--- src/rtl/pipe_hazard_ctrl.sv ---
// Stall/flush sequencer for the 5-stage pipe: load-use, branch flush, memory wait.
// Optional PIPE_PERF_CNT_EN enables the saturating stall-cycle counter.
module pipe_hazard_ctrl #(
  parameter int MEM_TIMEOUT = 64,
  parameter int CNT_W       = 16
) (
  input  logic             clk_i,
  input  logic             start_i,
  input  logic             IDEX_MemRead_i,
  input  logic [4:0]       IDEX_RDaddr_i,
  input  logic [4:0]       IFID_RSaddr_i,
  input  logic [4:0]       IFID_RTaddr_i,
  input  logic             Branch_taken_i,
  input  logic             MemReq_i,
  input  logic             MemAck_i,
  output logic             PCWrite_o,
  output logic             IFID_Write_o,
  output logic             IFID_Flush_o,
  output logic             IDEX_Write_o,
  output logic             IDEX_Bubble_o,
  output logic             EXMEM_Write_o,
  output logic             MEMWB_Bubble_o,
  output logic [1:0]       state_o,
  output logic             err_o,
  output logic [CNT_W-1:0] stall_cnt_o
);

  localparam int WW = $clog2(MEM_TIMEOUT + 1);

  typedef enum logic [1:0] {
    IDLE  = 2'd0,
    RUN   = 2'd1,
    MWAIT = 2'd2,
    ERR   = 2'd3
  } state_t;

  state_t        state;
  logic [WW-1:0] wcnt;
  logic          err;
  logic          active;
  logic          mem_stall;
  logic          load_use;

  always_comb begin
    active    = (state == RUN) || (state == MWAIT);
    mem_stall = ((state == RUN) && MemReq_i && !MemAck_i)
              || ((state == MWAIT) && !MemAck_i);
    load_use  = IDEX_MemRead_i
              && (IDEX_RDaddr_i != 5'd0)
              && ((IDEX_RDaddr_i == IFID_RSaddr_i)
                  || (IDEX_RDaddr_i == IFID_RTaddr_i));
  end

  always_comb begin
    PCWrite_o      = 1'b1;
    IFID_Write_o   = 1'b1;
    IFID_Flush_o   = 1'b0;
    IDEX_Write_o   = 1'b1;
    IDEX_Bubble_o  = 1'b0;
    EXMEM_Write_o  = 1'b1;
    MEMWB_Bubble_o = 1'b0;
    priority case (1'b1)
      !active: begin
        PCWrite_o      = 1'b0;
        IFID_Write_o   = 1'b0;
        IDEX_Write_o   = 1'b0;
        IDEX_Bubble_o  = 1'b1;
        EXMEM_Write_o  = 1'b0;
        MEMWB_Bubble_o = 1'b1;
      end
      mem_stall: begin
        PCWrite_o      = 1'b0;
        IFID_Write_o   = 1'b0;
        IDEX_Write_o   = 1'b0;
        EXMEM_Write_o  = 1'b0;
        MEMWB_Bubble_o = 1'b1;
      end
      load_use: begin
        PCWrite_o     = 1'b0;
        IFID_Write_o  = 1'b0;
        IDEX_Bubble_o = 1'b1;
      end
      Branch_taken_i: IFID_Flush_o = 1'b1;
      default: ;
    endcase
  end

  // Counter holds the number of stall cycles of the current access.
  always_ff @(posedge clk_i or negedge start_i) begin
    if (!start_i) begin
      state <= IDLE;
      wcnt  <= '0;
      err   <= 1'b0;
    end else begin
      unique case (state)
        IDLE: state <= RUN;
        RUN: begin
          if (MemReq_i && !MemAck_i) begin
            state <= MWAIT;
            wcnt  <= WW'(1);
          end
        end
        MWAIT: begin
          if (MemAck_i) begin
            state <= RUN;
            wcnt  <= '0;
          end else if (wcnt == WW'(MEM_TIMEOUT)) begin
            state <= ERR;
            err   <= 1'b1;
          end else begin
            wcnt <= wcnt + WW'(1);
          end
        end
        ERR: state <= ERR;
        default: state <= IDLE;
      endcase
    end
  end

  assign state_o = state;
  assign err_o   = err;

`ifdef PIPE_PERF_CNT_EN
  logic [CNT_W-1:0] scnt;

  always_ff @(posedge clk_i or negedge start_i) begin
    if (!start_i) begin
      scnt <= '0;
    end else if (active && !PCWrite_o && (scnt != {CNT_W{1'b1}})) begin
      scnt <= scnt + CNT_W'(1);
    end
  end

  assign stall_cnt_o = scnt;
`else
  assign stall_cnt_o = '0;
`endif

endmodule

--- config.mk ---
export PLATFORM = sky130hd
export DESIGN_NAME = pipe_hazard_ctrl
export DESIGN_NICKNAME = d
export VERILOG_FILES = /design/src/rtl/pipe_hazard_ctrl.sv
export SDC_FILE = /design/constraint.sdc
export NUM_CORES = 1
export LEC_CHECK = 0
export ABC_AREA = 1
export CAP_MARGIN = 20
export CORE_MARGIN = 4
export CORE_UTILIZATION = 35
export CTS_CLUSTER_SIZE = 10
export DETAILED_ROUTE_END_ITERATION = 7
export HOLD_SLACK_MARGIN = 0.02
export PLACE_DENSITY = 0.7
export SYNTH_ARGS = -nofsm -noshare
export SYNTH_HDL_FRONTEND = slang
export SYNTH_SLANG_ARGS = --single-unit
export TNS_END_PERCENT = 10
--- constraint.sdc ---
create_clock -name clk_i -period 2.6 [get_ports clk_i]
set_clock_uncertainty 0.2 [all_clocks]
set_input_delay 0.52 -clock clk_i [delete_from_list [all_inputs] [get_ports clk_i]]
set_output_delay 0.52 -clock clk_i [all_outputs]
set_load 0.01 [all_outputs]
# [Word level (Yosys, flattened, before mapping)]
# Cells that the tools add are included.
# W data, S select, Z words.
[totals] register_bits=10 out_inout_bits=26 elab_cells=52
[classes] add_sub_neg=1 n_eq_ne=9 n_mux=22 bitwise=1 n_reduce_logical=16
[op_table] cell="$mux W7" count=3
[op_table] cell="$mux W1" count=14
[op_table] cell="$pmux W7 S2" count=1
[op_table] cell="$eq A5 B5 Y1" count=2
[op_table] cell="$pmux W2 S4" count=1
[op_table] cell="$add A7 B1 Y7 const B" count=1
[op_table] cell="$eq A7 B7 Y1 const B" count=1
[op_table] cell="$logic_and A1 B1 Y1" count=6
[op_table] cell="$mux W2" count=3
[op_table] cell="$reduce_and A3 Y1" count=2
[op_table] cell="$reduce_bool A5 Y1" count=1
[op_table] cell="$eq A2 B2 Y1 const B" count=2
[op_table] cell="$logic_or A1 B1 Y1" count=3
[op_table] cell="$ne A3 B2 Y1 const B" count=1
[op_table] cell="$ne A3 B3 Y1 const B" count=1
[op_table] cell="$eq A2 B1 Y1 const B" count=1
[op_table] cell="$logic_not A2 Y1" count=1
[op_table] cell="$ne A2 B1 Y1 const B" count=1
[op_table] cell="$reduce_and A2 Y1" count=1
[op_table] cell="$reduce_bool A2 Y1" count=1
[op_table] cell="$logic_not A1 Y1" count=1
[op_table] cell="$not A1 Y1" count=1

# [Depth between registers and ports, before layout]
[logic_depth] word_depth=6 depth_mapped=10

# [Worst setup path after synthesis]
# No wires, ideal clock.
[synth_path] kind="register to output" start="register state[0], in the netlist state_o[0]" end="output PCWrite_o" arrival_time_ns=1.581 required_time_ns=1.880 path_slack_ns=0.299 path_stages_with_launch=11 cell_sequence="dfrtp_1 > inv_1 > ha_1 > inv_2 > nor2_2 > a31oi_1 > nand2_1 > inv_2 > nand2_1 > inv_1 > buf_4"
[synth_via] elab_chain_cells=6 word_cells_on_any_way=9 cone_classes="2 x eq/ne; 2 x mux; 5 x reduce/logical"
[synth_lines] element="start, declared" line="37" rtl="state_t state;"
[synth_lines] element="start signal, assigned" line="91" rtl="state <= IDLE;"
[synth_lines] element="start signal, assigned" line="96" rtl="IDLE: state <= RUN;"
[synth_lines] element="start signal, assigned" line="99" rtl="state <= MWAIT;"
[synth_lines] element="$eq A2 B1 Y1" line="45, 46"
[synth_lines] element="$logic_and A1 B1 Y1 (2 in series)" line="46" rtl="mem_stall = ((state == RUN) && MemReq_i && !MemAck_i)"
[synth_lines] element="$logic_or A1 B1 Y1" line="47" rtl="|| ((state == MWAIT) && !MemAck_i);"
[synth_lines] element="$mux W1"
[synth_lines] element="$mux W1 (*)"
[synth_lines] element="end, declared" line="16" rtl="output logic PCWrite_o,"
# Mark *: on every way between the ends. The rest lies on a longest branch, timed or not.

# [Worst setup path in the final report]
[layout_path] start="register state[0], in the netlist state_o[0]" end="output IDEX_Bubble_o"
[layout_via] elab_chain_cells=6 word_cells_on_any_way=9 cone_classes="2 x eq/ne; 2 x mux; 5 x reduce/logical"
[layout_lines] element="$eq A2 B1 Y1" line="45, 46"
[layout_lines] element="$logic_and A1 B1 Y1 (2 in series)" line="46"
[layout_lines] element="$logic_or A1 B1 Y1" line="47"
[layout_lines] element="$mux W1" line="62" rtl="priority case (1'b1)"
[layout_lines] element="$mux W1 (*)" line="62"
[layout_lines] element="end, declared" line="20" rtl="output logic IDEX_Bubble_o,"
# Marked as above.

==> qor_table.md <==
| Stage | Quantity | This run |
|:---|:---|:---|
| run status | Result of the run | finished, final reports clean |
| clock network | Num Clock Sinks | 10 |
| synthesis | Share of async-settable or async-resettable flops after synthesis | 100% |
| route | Router iterations before antenna repair | 4 |
| route | Routed via count | 1020 |
| critical path | Crit path buffers/inverters | 6 |
| power | Share of power burned in combinational logic | 21.3% |
| route | Violation count after the first detailed-route iteration | 32 |
| route | Final wirelength | 2.14 mm |
| clock network | Maximum level of the CTS H-tree | 1 |
| cells and area | Number of fill cells | 294 |
| floorplan | # IOs | 47 |
| synthesis | Post-Synthesis Mean Instance Area | 6.44 µm² |
| global routing | Number of antenna violations at the first check in global routing | 0 |
| clock network | CTS clock-pin slew for the worst setup and hold paths | 0.07 ns |
| global routing | Global-route total usage across every layer | 12.6% |
| route | Average via count per standard cell | 4.40 |
| min path | Worst hold path type | reg -> reg |
| critical path | Critical path cell sequence | inv_1, ha_2, inv_2, nor2_2, a31oi_2, buf_4, buf_4, buf_4, nand3_1, nand2_1, buf_2 |
| critical path | Largest stage delay on the critical path | 0.41 ns |
| cells and area | Ratio of cells with drive above 1 in the final layout | 18.9% |
| critical path | Worst setup SP type | flip-flop |
| cells and area | Area growth syn-to-layout | 38.0% |
| clock network | Buffer type at the clock tree root | sky130_fd_sc_hd__clkbuf_4 |
| cells and area | Ant. Diodes | 0 |
| timing | Upper clock frequency limit | 399 MHz |
| power | Register share of total power | 41.2% |
| power | Power density cells | 274 nW/µm² |
| global routing | Pin count of the biggest net entering global routing | 11 |
| global routing | Global-route wire length before repair | 3.66 mm |
| route | Detail-routed net length per standard cell | 9.22 µm |
| synthesis | Netlist area before placement | 1000 µm² |
| synthesis | Ys flop type | sky130_fd_sc_hd__dfrtp_1 |
| timing | Final cycle utilization of the critical path | 96.3% |
| synthesis | Count of unique library cells instantiated by Yosys | 23 |
| cells and area | Layout net count | 228 |
| global routing | Total congestion overflow | 0 |
| power | Clock share of power | 37.5% |
| floorplan | Number of rows in the core area | 19 |
| power | Peak ir drop on the vdd network | 0.000218 V |
| power | Internal power contribution | 282 µW |
| timing | Final critical delay including setup and external delays | 2.51 ns |
| synthesis | Number of flops mapped to enable cells by yosys | 0 |
| floorplan | Die span in y | 61.6 µm |
| floorplan | Area of the core region | 2760 µm² |
| critical path | Cell occurring most often along the worst timing path | sky130_fd_sc_hd__buf_4 |
| critical path | Worst endpoint data arrival time | 1.79 ns |
| synthesis | Share of the synthesized area in the top cell type | 24.9% |
| synthesis | Ys Warns | 0 |
| clock network | TritonCTS Buffers | 3 |
| cells and area | Utilization after layout | 50.3% |
| critical path | Category of the critical setup timing path | reg -> out |
| synthesis | Cell type contributing the most total cell area after synthesis | sky130_fd_sc_hd__dfrtp_1 |
| placed design | Post-detail-place hpwl | 1.79 mm |
| synthesis | Most repeated cell in the gate-level netlist after synthesis | sky130_fd_sc_hd__nand2_1 |
| clock network | Skew-Pair Late Insertion Delay | 0.27 ns |
| timing | Total Neg Setup Slack | 0 ns |
| timing | RSZ-0062 raised after global routing | true |
| timing | Count of pins over their slew limit | 0 |
| clock network | Maximum root-to-sink buffer count | 2 |
| critical path | Slowest cell on the critical path | sky130_fd_sc_hd__dfrtp_1 |
| critical path | Data required, critical path | 1.88 ns |
| job | Max-capacitance violation count | 0 |
| route | Residual DRC count | 0 |
| floorplan | Starting Density | 36.4% |
| synthesis | Number of storage elements in the synthesis netlist | 10 |
| placed design | Routability cong. | 0.775 |
| critical path | Worst Setup End Kind | output port |
| timing | Hold Violations, Final | 0 |
| power | Switching power as a share of total power | 25.8% |
| route | Final antenna-violating net count | 0 |
| power | P_sw | 98.2 µW |
| critical path | Cell family with most CP delay | buffers and inverters |
| synthesis | Top cells by area in the synthesized netlist | sky130_fd_sc_hd__dfrtp_1, sky130_fd_sc_hd__nand2_1, sky130_fd_sc_hd__buf_4 |
| synthesis | Ranking of synthesized cells by instance count | sky130_fd_sc_hd__nand2_1, sky130_fd_sc_hd__inv_1, sky130_fd_sc_hd__buf_4 |
| cells and area | Design Area, Final | 1390 µm² |
| power | Leakage component of the power | 0.000756 µW |
| clock network | Clock tree from TritonCTS | yes |
| global routing | Via count of the first global-routing pass | 966 |
| synthesis | Instance count of the mapped netlist | 156 |
| critical path | Biggest fanout along the worst timing path | 4 |
| placed design | Count of buffers inserted at the top-level ports | 30 |
| timing | Setup violators final | 0 |
| placed design | Cell area after placement | 1360 µm² |
| floorplan | Die area | 3790 µm² |
| synthesis | Sequential share of the synthesized area | 24.9% |
| floorplan | DIE WIDTH | 61.6 µm |
## power by group through the flow
stage | combinational [µW] | sequential [µW] | clock, µW
global route | 91.9 | 157 | 157
CTS | 80.2 | 157 | 147
finish | 80.8 | 157 | 143
global placement | 81.9 | 160 | 0
floorplan | 51.8 | 160 | 0
detailed placement | 82.7 | 160 | 0
## metrics by stage
step	cells	total power, µW	hold slack (ns)	setup slack, ns
finish	232	380	0.269	0.0950
global route	232	406	0.293	-0.0126
CTS	232	384	0.274	0.00388
detailed placement	226	242	0.256	-0.335
global placement	226	241	0.255	-0.302
floorplan	171	212	0.0244	0.299
## final timing paths
check,from,to,slack [ns],cells past startpoint
max in group asynchronous,start_i,wcnt[2]$_DFFE_PN0P_,1.51,1
min in group asynchronous,start_i,wcnt[3]$_DFFE_PN0P_,0.36,1
worst min-delay path,err_o$_DFFE_PN0P_,err_o$_DFFE_PN0P_,0.27,1
worst max register to register,state_o[0]$_DFFE_PN0P_,wcnt[5]$_DFFE_PN0P_,0.89,9
worst min register to register,err_o$_DFFE_PN0P_,err_o$_DFFE_PN0P_,0.27,1
worst max-delay path,state_o[0]$_DFFE_PN0P_,IDEX_Bubble_o,0.09,11
## cells in the final DEF (no fill, tap or decap)
cell	netlist	layout
sky130_fd_sc_hd__nand2_1	44	43
sky130_fd_sc_hd__inv_1	23	23
sky130_fd_sc_hd__clkdlybuf4s50_1	0	18
sky130_fd_sc_hd__conb_1	1	16
sky130_fd_sc_hd__buf_4	18	15
sky130_fd_sc_hd__nor2_1	11	11
sky130_fd_sc_hd__dfrtp_1	10	10
sky130_fd_sc_hd__nand3_1	9	9
sky130_fd_sc_hd__o21ai_0	8	7
sky130_fd_sc_hd__dlygate4sd2_1	0	7
sky130_fd_sc_hd__inv_2	4	4
sky130_fd_sc_hd__nand2_2	3	4
sky130_fd_sc_hd__nand4_1	4	4
sky130_fd_sc_hd__o21ai_1	3	4
sky130_fd_sc_hd__ha_1	5	4
sky130_fd_sc_hd__clkbuf_4	0	3
sky130_fd_sc_hd__clkbuf_2	0	3
sky130_fd_sc_hd__xnor2_1	2	2
sky130_fd_sc_hd__nor2_4	2	2
sky130_fd_sc_hd__xor2_1	2	2
sky130_fd_sc_hd__nor2_2	1	1
sky130_fd_sc_hd__a31oi_2	0	1
sky130_fd_sc_hd__nor3b_1	1	1
sky130_fd_sc_hd__inv_4	1	1
sky130_fd_sc_hd__o22ai_1	1	1
sky130_fd_sc_hd__or2_2	1	1
sky130_fd_sc_hd__nor3_1	1	1
sky130_fd_sc_hd__ha_2	0	1
sky130_fd_sc_hd__clkbuf_8	0	1
sky130_fd_sc_hd__buf_2	0	1
## logic make-up (layout without fill, tap and decap cells)
family | Yosys count | in the layout | synth area share, %
flip-flops | 10 | 10 | 24.9
AND/OR/NAND/NOR | 77 | 77 | 34.1
XOR/XNOR | 4 | 4 | 3.49
adder cells (fa/ha/maj) | 5 | 5 | 6.23
buffers and inverters | 46 | 76 | 24.2
other | 1 | 16 | 0.373
AO/OA/AOI/OAI | 13 | 13 | 6.73
## registers in the layout (all words and copies together) (netlist names)
name and cells:
wcnt 7, err_o 1, state_o 2
## cell type report
type	instances	area (µm²)	share of cell area [%]
Sequential cell	10	250	18.1
Multi-Input combinational cell	115	579	41.8
Tap cell	31	38.8	2.80
Timing Repair Buffer	44	374	27.0
Clock buffer	4	36.3	2.62
Inverter	28	108	7.76
## per-layer routing
layer | vias to the layer above | global-route usage, % | wire, µm
met2 | 34 | 20.5 | 993
met5 | - | 0 | 0
li1 | 537 | - | -
met1 | 446 | 15.6 | 966
met4 | 0 | 6.97 | 30
met3 | 3 | 2.52 | 148
## what timing repair did
item / CTS / global route
setup buffers: 2 / 0
setup endpoints to repair: 7 / 6
gates resized for setup: 16 / 9
pin swaps: 1 / 2
hold buffers: 0 / 0
Note: power is estimated with default switching activity, not from simulation.
